### config.mk
export PLATFORM = sky130hd
export DESIGN_NAME = mshr_fifo
export DESIGN_NICKNAME = d
export VERILOG_FILES = /design/src/rtl/mshr_pkg.sv /design/src/rtl/mshr_match.sv /design/src/rtl/mshr_fifo.sv
export SDC_FILE = /design/constraint.sdc
export NUM_CORES = 1
export LEC_CHECK = 0
export BUFFER_PORTS_ARGS = -buffer_cell sky130_fd_sc_hd__buf_2
export CAP_MARGIN = 20
export CORE_MARGIN = 2
export CORE_UTILIZATION = 40
export DETAILED_ROUTE_END_ITERATION = 12
export GPL_TIMING_DRIVEN = 0
export PLACE_DENSITY = 0.72
export SYNTH_ARGS = -nofsm -noshare
export SYNTH_HDL_FRONTEND = slang
export SYNTH_HIERARCHICAL = 1
export SYNTH_SLANG_ARGS = --single-unit
### constraint.sdc
create_clock -name clk -period 10 [get_ports clk]
set_input_delay 0 -clock clk [delete_from_list [all_inputs] [get_ports clk]]
set_output_delay 0 -clock clk [all_outputs]
set_load 0.005 [all_outputs]
### src/rtl/mshr_pkg.sv
// Shared types and constants for the MSHR queue: FSM states, the
// widest-case entry record and the poison address for empty slots.
package mshr_pkg;

  localparam int ADDR_MAX = 64;
  localparam int DATA_MAX = 64;
  localparam int REG_MAX  = 16;

  localparam logic [ADDR_MAX-1:0] INVALID_ADDR = 64'h0000_0000_DEAD_BEEF;

  typedef enum logic [1:0] {
    IDLE = 2'd0,
    REQ  = 2'd1,
    WAIT = 2'd2
  } state_t;

  typedef struct packed {
    logic                lw;
    logic                valid;
    logic                way;
    logic [REG_MAX-1:0]  regd;
    logic [ADDR_MAX-1:0] addr;
    logic [DATA_MAX-1:0] data;
  } entry_t;

  function automatic entry_t empty_entry();
    entry_t e;
    e      = '0;
    e.addr = INVALID_ADDR;
    return e;
  endfunction

endpackage

### src/rtl/mshr_match.sv
// Youngest-match address comparator over the circular queue; entries are
// scanned oldest (head) to youngest so the last hit wins.
module mshr_match #(
  parameter int DEPTH  = 4,
  parameter int ADDR_W = 32
) (
  input  logic [DEPTH-1:0]         valid,
  input  logic [ADDR_W-1:0]        addrs [DEPTH],
  input  logic [$clog2(DEPTH)-1:0] head,
  input  logic [ADDR_W-1:0]        key,
  output logic                     hit,
  output logic [$clog2(DEPTH)-1:0] idx
);

  localparam int PTR_W = $clog2(DEPTH);

  // Age-ordered scan; a later (younger) match overrides an earlier one.
  always_comb begin
    logic [PTR_W-1:0] pos;
    logic             m;
    hit = 1'b0;
    idx = '0;
    pos = '0;
    m   = 1'b0;
    for (int i = 0; i < DEPTH; i++) begin
      pos = PTR_W'((int'(head) + i) % DEPTH);
      m   = valid[pos] && (addrs[pos] == key);
      hit = hit | m;
      idx = m ? pos : idx;
    end
  end

endmodule

### src/rtl/mshr_fifo.sv
// MSHR queue: circular buffer of load misses and dirty evictions serviced
// in order through a single memory port. Define MSHR_FWD_EN to let a load
// hitting a pending eviction complete from the queued write data.
module mshr_fifo
  import mshr_pkg::*;
#(
  parameter int DEPTH  = 4,
  parameter int ADDR_W = 32,
  parameter int DATA_W = 32,
  parameter int REG_W  = 5
) (
  input  logic                       clk,
  input  logic                       rst,
  input  logic                       load_valid,
  input  logic [ADDR_W-1:0]          addr_load,
  input  logic [REG_W-1:0]           regD_in,
  input  logic                       load_way_in,
  input  logic                       evict_valid,
  input  logic [ADDR_W-1:0]          addr_evict,
  input  logic [DATA_W-1:0]          evict_data,
  input  logic [ADDR_W-1:0]          lookup_addr,
  output logic                       lookup_hit,
  output logic                       lookup_is_store,
  output logic                       full,
  output logic [$clog2(DEPTH+1)-1:0] count,
  output logic                       mem_req,
  output logic                       mem_we,
  output logic [ADDR_W-1:0]          mem_addr,
  output logic [DATA_W-1:0]          mem_wdata,
  input  logic [DATA_W-1:0]          mem_rdata,
  input  logic                       mem_valid,
  output logic                       done_pulse,
  output logic [ADDR_W-1:0]          addr_out,
  output logic [DATA_W-1:0]          data_out,
  output logic [REG_W-1:0]           regD_out,
  output logic                       load_way_out
);

  localparam int PTR_W = $clog2(DEPTH);
  localparam int CNT_W = $clog2(DEPTH+1);

  entry_t           q [DEPTH];
  entry_t           hd;
  entry_t           load_ent;
  entry_t           evict_ent;
  logic [PTR_W-1:0] head;
  logic [PTR_W-1:0] tail;
  logic [PTR_W-1:0] evict_slot;
  logic [PTR_W-1:0] lookup_idx;
  state_t           state;
  state_t           state_next;
  logic [CNT_W-1:0] count_next;
  logic [1:0]       n_enq;
  logic             retire;
  logic             mem_load_done;
  logic             load_enq;
  logic             evict_enq;
  logic             fwd;
  logic [DATA_W-1:0] fwd_data;
  logic [DEPTH-1:0]  ent_valid;
  logic [DEPTH-1:0]  ent_store;
  logic [ADDR_W-1:0] ent_addr [DEPTH];
  logic              unused_hd;

  function automatic logic [PTR_W-1:0] ptr_add(input logic [PTR_W-1:0] p, input int n);
    int s;
    s = int'(p) + n;
    if (s >= DEPTH) s = s - DEPTH;
    return PTR_W'(s);
  endfunction

  assign hd = q[head];
  // Upper bits of the widest-case fields and the head valid flag are never consumed.
  assign unused_hd = ^{hd.valid, hd.addr, hd.data, hd.regd};

  // Flatten the entry fields the comparators need.
  always_comb begin
    for (int i = 0; i < DEPTH; i++) begin
      ent_valid[i] = q[i].valid;
      ent_store[i] = !q[i].lw;
      ent_addr[i]  = q[i].addr[ADDR_W-1:0];
    end
  end

  mshr_match #(.DEPTH(DEPTH), .ADDR_W(ADDR_W)) u_lookup (
    .valid (ent_valid),
    .addrs (ent_addr),
    .head  (head),
    .key   (lookup_addr),
    .hit   (lookup_hit),
    .idx   (lookup_idx)
  );
  assign lookup_is_store = lookup_hit && ent_store[lookup_idx];

  assign retire        = (state == WAIT) && mem_valid;
  assign mem_load_done = retire && hd.lw;

`ifdef MSHR_FWD_EN
  logic [DEPTH-1:0] evict_mask;
  logic             fwd_hit;
  logic [PTR_W-1:0] fwd_idx;

  assign evict_mask = ent_valid & ent_store;

  mshr_match #(.DEPTH(DEPTH), .ADDR_W(ADDR_W)) u_fwd (
    .valid (evict_mask),
    .addrs (ent_addr),
    .head  (head),
    .key   (addr_load),
    .hit   (fwd_hit),
    .idx   (fwd_idx)
  );
  // The done port is single-ported, so a memory load completion takes priority.
  assign fwd      = load_valid && fwd_hit && !mem_load_done;
  assign fwd_data = q[fwd_idx].data[DATA_W-1:0];
`else
  assign fwd      = 1'b0;
  assign fwd_data = '0;
`endif

  assign load_enq   = load_valid && !fwd;
  assign evict_enq  = evict_valid;
  assign n_enq      = 2'(load_enq) + 2'(evict_enq);
  assign evict_slot = ptr_add(tail, int'(load_enq));
  assign count_next = CNT_W'(int'(count) + int'(n_enq) - int'(retire));
  assign full       = (count >= CNT_W'(DEPTH-1));

  assign mem_req   = (state == REQ);
  assign mem_we    = !hd.lw;
  assign mem_addr  = hd.addr[ADDR_W-1:0];
  assign mem_wdata = hd.data[DATA_W-1:0];

  // Assemble the records written at the tail for this cycle's requests.
  always_comb begin
    load_ent       = empty_entry();
    load_ent.lw    = 1'b1;
    load_ent.valid = 1'b1;
    load_ent.way   = load_way_in;
    load_ent.regd  = REG_MAX'(regD_in);
    load_ent.addr  = ADDR_MAX'(addr_load);
    evict_ent       = empty_entry();
    evict_ent.valid = 1'b1;
    evict_ent.addr  = ADDR_MAX'(addr_evict);
    evict_ent.data  = DATA_MAX'(evict_data);
  end

  // Queue storage, pointers and occupancy; load lands before a same-cycle evict.
  always_ff @(posedge clk or posedge rst) begin
    if (rst) begin
      for (int i = 0; i < DEPTH; i++) q[i] <= empty_entry();
      head  <= '0;
      tail  <= '0;
      count <= '0;
    end else begin
      if (retire) begin
        q[head] <= empty_entry();
        head    <= ptr_add(head, 1);
      end
      if (load_enq)  q[tail]       <= load_ent;
      if (evict_enq) q[evict_slot] <= evict_ent;
      tail  <= ptr_add(tail, int'(n_enq));
      count <= count_next;
    end
  end

  // FSM state register.
  always_ff @(posedge clk or posedge rst) begin
    if (rst) state <= IDLE;
    else     state <= state_next;
  end

  // Next state: one request cycle per head entry, then wait for completion.
  always_comb begin
    state_next = state;
    case (state)
      IDLE: begin
        if (n_enq != 2'd0) state_next = REQ;
        else               state_next = IDLE;
      end
      REQ: state_next = WAIT;
      WAIT: begin
        if (!mem_valid)               state_next = WAIT;
        else if (count_next != '0)    state_next = REQ;
        else                          state_next = IDLE;
      end
      default: state_next = IDLE;
    endcase
  end

  // Load completion report to the dcache, one cycle after the event.
  always_ff @(posedge clk or posedge rst) begin
    if (rst) begin
      done_pulse   <= 1'b0;
      addr_out     <= INVALID_ADDR[ADDR_W-1:0];
      data_out     <= '0;
      regD_out     <= '0;
      load_way_out <= 1'b0;
    end else if (mem_load_done) begin
      done_pulse   <= 1'b1;
      addr_out     <= hd.addr[ADDR_W-1:0];
      data_out     <= mem_rdata;
      regD_out     <= hd.regd[REG_W-1:0];
      load_way_out <= hd.way;
    end else if (fwd) begin
      done_pulse   <= 1'b1;
      addr_out     <= addr_load;
      data_out     <= fwd_data;
      regD_out     <= regD_in;
      load_way_out <= load_way_in;
    end else begin
      done_pulse   <= 1'b0;
      addr_out     <= INVALID_ADDR[ADDR_W-1:0];
      data_out     <= '0;
      regD_out     <= '0;
      load_way_out <= 1'b0;
    end
  end

`ifndef SYNTHESIS
  always_ff @(posedge clk) begin
    if (!rst && (load_enq || evict_enq) && full)
      $fatal(1, "mshr_fifo: enqueue while full (count=%0d)", count);
  end
`endif

endmodule

**After elaboration in Yosys (flattened, before gate mapping)**

Cells that the tools add are included.
W data, S select, Z words.

- Bits in registers: 668
- Latch bits: 0
- Memory bits (writable): 0
- Bits in read-only memories: 0
- Input bits: 171
- Logic and storage cells: 150
- Memories kept: 0

- Add/sub/neg operators: 11
- Multipliers: 0
- Divide/modulo/power cells: 0
- $lt $le $gt $ge: 18
- Eq/ne operators: 6
- Shifts and indexed selects: 0
- Mux-type cells: 52
- Bitwise operators: 12
- Reductions and logical operators: 18

Operator list:

| cell | count |
|---|---|
| $mux W588 | 3 |
| $bwmux W588 | 2 |
| $demux W147 S2 | 3 |
| $mux W147 | 5 |
| $and A492 B492 Y492 | 1 |
| $not A492 Y492 | 1 |
| $mux W32 | 10 |
| $bmux W147 S2 | 1 |
| $bmux W32 S2 | 4 |
| $eq A32 B32 Y1 | 4 |
| $or A96 B96 Y96 | 1 |
| $ge A3 B3 Y1 const B | 9 |
| $not A2 Y3 | 6 |
| $mux W2 | 8 |
| $lt A2 B3 Y1 const B | 5 |
| $bmux W1 S2 | 5 |
| $logic_and A1 B1 Y1 | 10 |
| $lt A3 B1 Y1 const B | 3 |
| $mux W1 | 9 |
| $pmux W2 S3 | 1 |
| $sub A2 B1 Y2 const B | 3 |
| $logic_not A1 Y1 | 5 |
| $mux W5 | 1 |
| $add A2 B2 Y2 const B | 2 |
| other kinds (13) | 15 |

**Longest topological paths before layout**

Gate-level depths: netlist (run 1).

- Depth in word-level cells: 13
- Depth in mapped cells: 15
- Depth with buffers taken out: 11

**Cells and area by module**

The synthesis (run 1) kept the hierarchy.

Modules (own cells, without submodules):

| module | times used | cells each | area each (um^2) |
|---|---|---|---|
| mshr_fifo | 1 | 1365 | 16763.6 |
| mshr_match | 1 | 610 | 4947.2 |

**Least setup slack after synthesis (run 1)**

Ideal clock, no wire load.

- Path kind: reg-to-output
- Start: register head[0]
- End: output port lookup_is_store
- Arrival: 3.466 ns
- Slack: 6.534 ns
- Stages on the path, launching flop included: 15
- Buffers on the path: 3
- Path through: dfrtp_1 buf_6 buf_6 buf_6 mux4_2 xor2_1 nor4_2 nand2_1 nor4_2 nand4bb_1 a2111oi_1 a21oi_1 o2111ai_1 mux4_2 nor2b_1

- Cells in the longest elaborated chain, start to end: 13
- Elaborated cells on any way between the ends: 45
- Classes of those cells: add/sub: 3; eq/ne: 4; mux: 26; bitwise: 7; reduce/logical: 5

RTL lines:

| what | line | RTL |
|---|---|---|
| from (decl) | mshr_fifo.sv:46 | `logic [PTR_W-1:0] head;` |
| from (signal assigned) | mshr_fifo.sv:157 | `head <= ptr_add(head, 1);` |
| $add A2 B1 Y3 or $not A2 Y3 (tied branches) | mshr_match.sv:26, mshr_match.sv:27 |  |
| $not A2 Y3 (implied by the code) or $bmux W32 S2 (tied branches) | mshr_match.sv:27 | `m = valid[pos] && (addrs[pos] == key);` |
| $bmux W32 S2 or $mux W32 (tied branches) | mshr_match.sv:27 |  |
| $mux W32 (implied by the code) | mshr_match.sv:27 |  |
| $mux W32 (implied by the code) or $eq A32 B32 Y1 (tied branches) | mshr_match.sv:27 |  |
| $eq A32 B32 Y1 or $logic_and A1 B1 Y1 (tied branches) | mshr_match.sv:27 |  |
| $logic_and A1 B1 Y1 or $mux W2 (tied branches) | mshr_match.sv:27, mshr_match.sv:29 |  |
| $mux W2 (2 in series) | mshr_match.sv:29 | `idx = m ? pos : idx;` |
| $mux W2 (*) | mshr_match.sv:29 |  |
| named net lookup_idx[1] | mshr_fifo.sv:49 | `logic [PTR_W-1:0] lookup_idx;` |
| $bmux W1 S2 (*) | mshr_fifo.sv:93 | `assign lookup_is_store = lookup_hit && ent_store[lookup_idx];` |
| $mux W1 (implied by the code) (*) | mshr_fifo.sv:93 |  |
| $logic_and A1 B1 Y1 (*) | mshr_fifo.sv:93 |  |
| to (decl) | mshr_fifo.sv:23 | `output logic lookup_is_store,` |

The timed path passes the listed nets; every way through them passes the cells marked *. The select of a mux whose other input is x is not followed.

**Worst setup path in the final report (run 1)**

Ends and elaborated chain as after synthesis.

==> metrics.cfg, run 1 <==
[yosys]
yosysUniqueCellTypes=78
async_reset_ff_share_pct=100
ys_warn_count=6
synth.largest_area_cell=dfrtp_1
ys_seq_elements=368
ys_seq_area_share_pct=43.1
synth_flop_cell=dfrtp_1
synth_area_leaders=dfrtp_1, dfstp_2, mux4_2
synth_edf_count=0
avgSynthCellArea_um2=11.0
synthCells=1975
syn_nets=2158
synth_top_area_share_pct=28.6
synth.cell_area_mm2=0.0217

[worst_setup_path]
crit_arrival_ns=6.01
slowest_delay_ns=0.65
worstPathCellList=buf_6, buf_6, buf_4, buf_2, clkbuf_1, a21oi_1, xor2_1, nor4_1, nand4_1, a2111oi_1, a21oi_1, o2111ai_1, mux4_2, nor2b_1, buf_2
crit_family=buffers and inverters
end_kind=primary output
crit_fanout=10
crit_type=reg -> out
start_kind=flop
crit_slowest_cell=mux4_2
required_ns=10.00
critPathBufInv=6

[placement]
hpwl_mm=73.9
finalWeightedCongestion=1.06
port_buffers=285
place_ws_ns=4.68

[routing]
met2_length_mm=46.3
wl_met1_mm=38.2
wl_met3_mm=10.6
dr.first_iter.drc_count=2876
wirelength_mm=100
viasPerCell=6.58
drc=0
dr_total_vias=21129
wl_per_cell_um=31.1
drtPass1Iterations=6
top_layer=met5
drtAntennaViolNets=0

[floorplan]
core-area_mm2=0.0537
pin_count=314
die_h_um=237
die-area_mm2=0.0562
start_util_pct=40.4
rows=85
fp.dieW_um=237

[power_and_ir_drop]
ir_worst_vdd_mv=0.195
leakage_nw=11.6
power_density_mw_per_mm2=395

[finish]
layout_commonest_cell=buf_2
syn_to_final_growth_pct=25.8
final_nets=2666
fillers=4680
drive_gt1_share_pct=27.4
final_cell_mix=buf_2, dfrtp_1, dlygate4sd3_1, nor3_1, a22o_1

[cts]
clock_sinks=368
cts_made_buffers=42
cts_root_buf=clkbuf_16
htree_levels=2
cts_tree=done
path_clk_slew_ns=0.06
clk_latency_ns=0.60
cts_buffer_depth=3
postCtsSetupRepairBufs=0

[job]
maxCapViolCount=0

[global_routing]
grt_max_degree=45
grt-ovfl-total=0
antenna_found_initial=2
grt_pass1_wl_mm=144
grt_pass1_vias=21254
grt.total_usage_pct=34.9

[sta]
worst_slew_margin_rel_pct=30.9
setup-tns-final_ns=0
fin_crit_sh_pct=60.1
finClkSkew_ns=0.0271
hold_violations=0
worstMarginPinSlew_ns=1.04
finalWorstPathRequiredPeriod_ns=6.01
clock.fmax_mhz=166
setup_ws_ns=3.99
setup_viol=0
rsz0062_at_grt=false
slew_viol_final=0

[run_status]
status=complete, no violations

[min_path]
holdCritPathClass=in -> async

-- where the power goes --
group	leakage (nW)	internal, mW	total, mW	switching [mW]
registers	4.48	2.28	2.96	0.679
logic	6.45	2.55	6.21	3.66
clock network	0.693	0.948	1.62	0.668
total	11.6	5.77	10.8	5.01
-- per-layer routing --
| metal | GRT usage (%) | vias up |
|---|---|---|
| met5 | 0 | - |
| met4 | 15.3 | 2 |
| met3 | 8.91 | 313 |
| met2 | 55.9 | 1549 |
| met1 | 44.7 | 10637 |
| li1 | - | 8628 |
-- cell families after synthesis --
| group | Yosys count | share of synthesized area (%) |
|---|---|---|
| fa+ha+maj | 12 | 0.726 |
| xor+xnor | 102 | 4.30 |
| compound gates | 534 | 18.3 |
| flops | 368 | 43.1 |
| buf+inv | 230 | 5.03 |
| simple gates | 500 | 12.2 |
| mux | 229 | 16.3 |
-- timing repair --
action | in CTS | in global routing
resized for setup | 0 | 0
endpoints found under the hold margin | 451 | 0
hold buffers | 170 | 0
-- through the flow --
step / area, um2 / util [%] / total power [mW] / hold slack (ns) / std cells
floorplan: 21700 / - / 6.43 / 0.112 / 1975
global placement: 24000 / 44.7 / 8.61 / 0.231 / 2956
detailed placement: 24200 / 45.0 / 8.70 / 0.235 / 2965
CTS: 27300 / 50.8 / 10.5 / 0.165 / 3209
global route: 27300 / 50.9 / 11.1 / 0.184 / 3210
finish: 27300 / 50.9 / 10.8 / 0.176 / 3212
-- worst register-to-register path: cells and delay by family, from the launching register on --
family,cells,cell delay (ns)
AOI/OAI and AO/OA,1,0.21
adders and majority gates,1,0.25
buffers and inverters,6,2.59
DFF,1,0.41
and+or+nand+nor,2,0.63
-- state kept, by name (all words and copies together) (netlist names) --
| name | cells |
|---|---|
| q | 156 |
| ent_addr | 128 |
| addr_out | 32 |
| data_out | 32 |
| regD_out | 5 |
| ent_valid | 4 |
| count | 3 |
| head | 2 |
| state | 2 |
| tail | 2 |
| done_pulse | 1 |
| load_way_out | 1 |
-- final timing paths --
check	end	slack, ns	cells past startpoint	start
min	ent_addr[103]$_DFF_PP1_	0.18	3	rst
max	lookup_is_store	3.99	15	head[0]$_DFFE_PP0P_
min in group clk	data_out[4]$_DFF_PP0_	0.19	3	mem_rdata[4]
max in group asynchronous	addr_out[25]$_DFF_PP1_	8.62	7	rst
min reg2reg	q[446]$_DFF_PP0_	0.50	1	q[446]$_DFF_PP0_
max reg2reg	ent_addr[61]$_DFF_PP0_	5.85	10	head[0]$_DFFE_PP0P_
-- cell usage after synthesis (all sizes together) (4+ instances only) --
| cell | number |
|---|---|
| nand4 | 13 |
| nand4b | 4 |
| a221oi | 6 |
| mux2i | 124 |
| a31oi | 42 |
| nand2b | 29 |
| buf | 97 |
| o2bb2ai | 104 |
| o211ai | 4 |
| mux2 | 6 |
| nand3 | 68 |
| dfstp | 120 |
| mux4 | 99 |
| a2111oi | 6 |
| o22ai | 106 |
| a211oi | 22 |
| clkbuf | 115 |
| ha | 11 |
| xnor2 | 61 |
| a2bb2oi | 4 |
| nand2 | 96 |
| and3 | 47 |
| nor4 | 12 |
| nor2 | 36 |
| o2111ai | 4 |
| nor2b | 17 |
| a22o | 131 |
| a22oi | 4 |
| inv | 18 |
| and2 | 7 |
| dfrtp | 248 |
| o21ai | 28 |
| a21oi | 54 |
| nor3 | 145 |
| and4b | 4 |
| xor2 | 40 |
-- area by class of cell --
type,instances,area (um2),area share (%)
diodes,3,7.51,0.0275
plain buffers,212,1020,3.75
clock buffers,57,1200,4.39
clock inverters,17,216,0.792
inverters,18,71.3,0.261
multi-input cells,1377,11300,41.2
flip-flops and latches,368,9360,34.3
well taps,696,871,3.19
repair buffers,464,3310,12.1
(Power assumes the default switching activity.)
==> inputs of run 2 (changes only) <==
- PLACE_DENSITY: 0.72 -> 0.7
- clock period: 10 -> 6.1 ns (I/O delays scaled with it)
==> run 2 against run 1 <==
Net effect: via count grew 0.60%; setup slack lost 3.9 ns; count of clock-buffer cells in the layout grew 1; sequential share of layout area is essentially flat; non-clock buffer count grew 2; sequential power grew 64%; combinational power grew 64%; global-route usage grew 0.31 points; sequential cell count is the same; hold slack lost 0.011 ns; register-to-register slack lost 4.0 ns; final cell count grew 0.12%.
==> metrics.cfg, run 2 (synthesis gave the netlist of run 1 again) <==
[power_and_ir_drop]
clkPwrFrac_pct=14.6
seq_power_share_pct=27.6
combPwrFrac_pct=57.8
power_density_mw_per_mm2=644
p_int_mw=9.41
leakage_nw=11.6
swShare_pct=46.6
p_total_mw=17.6
ir_worst_vdd_mv=0.343
p_sw_mw=8.20

[routing]
drc=0
drtAntennaViolNets=0
wirelength_mm=100
wl_per_cell_um=31.1
viasPerCell=6.61
dr.first_iter.drc_count=2623
drtPass1Iterations=6
dr_total_vias=21255

[cts]
cts_made_buffers=42
htree_levels=2
clk_latency_ns=0.61
path_clk_slew_ns=0.06
cts_tree=done
cts_buffer_depth=3
cts_root_buf=clkbuf_16
clock_sinks=368

[finish]
layout_commonest_cell=buf_2
fillers=4743
largest_reg_flops=156
syn_to_final_growth_pct=25.9
top_register=q
final_nets=2668
final_cell_mix=buf_2, dfrtp_1, dlygate4sd3_1, nor3_1, a22o_1
fin_util_pct=50.9
drive_gt1_share_pct=27.4

[global_routing]
grt_pass1_vias=21220
grt-ovfl-total=0
grt_max_degree=46
antenna_found_initial=3
grt_pass1_wl_mm=145
grt.total_usage_pct=35.2

[floorplan]
fp.dieW_um=237
die-area_mm2=0.0562
die_h_um=237
pin_count=314
start_util_pct=40.4
rows=85
core-area_mm2=0.0537

[worst_setup_path]
end_kind=primary output
crit_fanout=10
required_ns=6.10
crit_arrival_ns=6.00
start_kind=flop
crit_type=reg -> out

[job]
maxCapViolCount=0

[sta]
hold_ws_ns=0.165
setup_ws_ns=0.0976
finClkSkew_ns=0.0247
fin_crit_sh_pct=98.4
hold_violations=0
finalWorstPathRequiredPeriod_ns=6.00
slew_viol_final=0
worstMarginPinSlew_ns=1.08
worst_slew_margin_rel_pct=27.9
clock.fmax_mhz=167
setup-tns-final_ns=0
rsz0062_at_grt=false
setup_viol=0

[placement]
hpwl_mm=74.3
finalWeightedCongestion=1.03
port_buffers=285
place_ws_ns=0.509

[min_path]
holdCritPathClass=in -> reg

[run_status]
status=complete, no violations

-- run 2: changes by cell type in the layout (fill, tap and decap cells not counted), sizes merged --
cell         before  now
inv              20   19
clkinvlp          3    1
clkbuf          172  173
dlygate4sd3     170  171
buf             391  392
diode             3    2
clkinv            8   13
-- run 2: routing by layer --
metal  track usage, %  routed length [um]
met5                0                  26
met4             14.8                4880
met3             8.02               10600
met2             55.8               46000
met1             46.5               38500
-- run 2: layout make-up --
cell class | instances | area [um2] | area share, %
Clock buffer | 58 | 1130 | 4.14
Clock inverter | 19 | 250 | 0.915
Timing Repair Buffer | 466 | 3340 | 12.2
Tap cell | 696 | 871 | 3.19
Sequential cell | 368 | 9360 | 34.2
Multi-Input combinational cell | 1377 | 11300 | 41.3
Buffer | 212 | 1030 | 3.76
Inverter | 18 | 71.3 | 0.261
Antenna cell | 2 | 5.00 | 0.0183
-- run 2: path summary, 6_finish.rpt --
| kind | start | to | slack [ns] | cells after the start |
|---|---|---|---|---|
| worst max-delay path | head[0]$_DFFE_PP0P_ | lookup_is_store | 0.1 | 16 |
| worst min-delay path | mem_rdata[28] | data_out[28]$_DFF_PP0_ | 0.16 | 3 |
| worst max register to register | head[1]$_DFFE_PP0P_ | ent_addr[88]$_DFF_PP0_ | 1.86 | 10 |
| worst min register to register | q[31]$_DFF_PP0_ | q[31]$_DFF_PP0_ | 0.50 | 1 |
| max in group asynchronous | rst | data_out[1]$_DFF_PP0_ | 3.94 | 9 |
| min in group asynchronous | rst | q[467]$_DFF_PP0_ | 0.56 | 4 |
-- run 2: worst max-delay path, stage by stage (launching register included) --
cell and delay (ns):
dfrtp_1 0.42, buf_6 0.18, inv_2 0.08, buf_2 0.32
buf_2 0.46, buf_4 0.32, mux2i_1 0.25, xnor2_1 0.20
nand4_1 0.15, nor4_2 0.64, nand4_1 0.42, a2111oi_1 0.48
a21oi_1 0.08, o2111ai_1 0.46, mux4_2 0.65, nor2b_1 0.13
buf_2 0.12
-- run 2: power by group through the flow --
stage               clock network (mW)  logic, mW  registers [mW]
floorplan                            0       6.22            4.32
global placement                     0       9.44            4.71
detailed placement                   0       9.51            4.78
CTS                               2.61       9.86            4.76
global route                      2.70       10.6            4.92
finish                            2.58       10.2            4.86
-- run 2: stage by stage --
step | cells | cell area [um2]
floorplan | 1975 | 21700
global placement | 2956 | 24000
detailed placement | 2966 | 24200
CTS | 3214 | 27300
global route | 3215 | 27300
finish | 3216 | 27300
-- run 2: what timing repair did --
item,in CTS,in global routing
endpoints found under the setup margin,1,1
buffers inserted,0,0
hold buffers,171,0
gates resized for setup,1,8
hold endpoints to repair,374,0
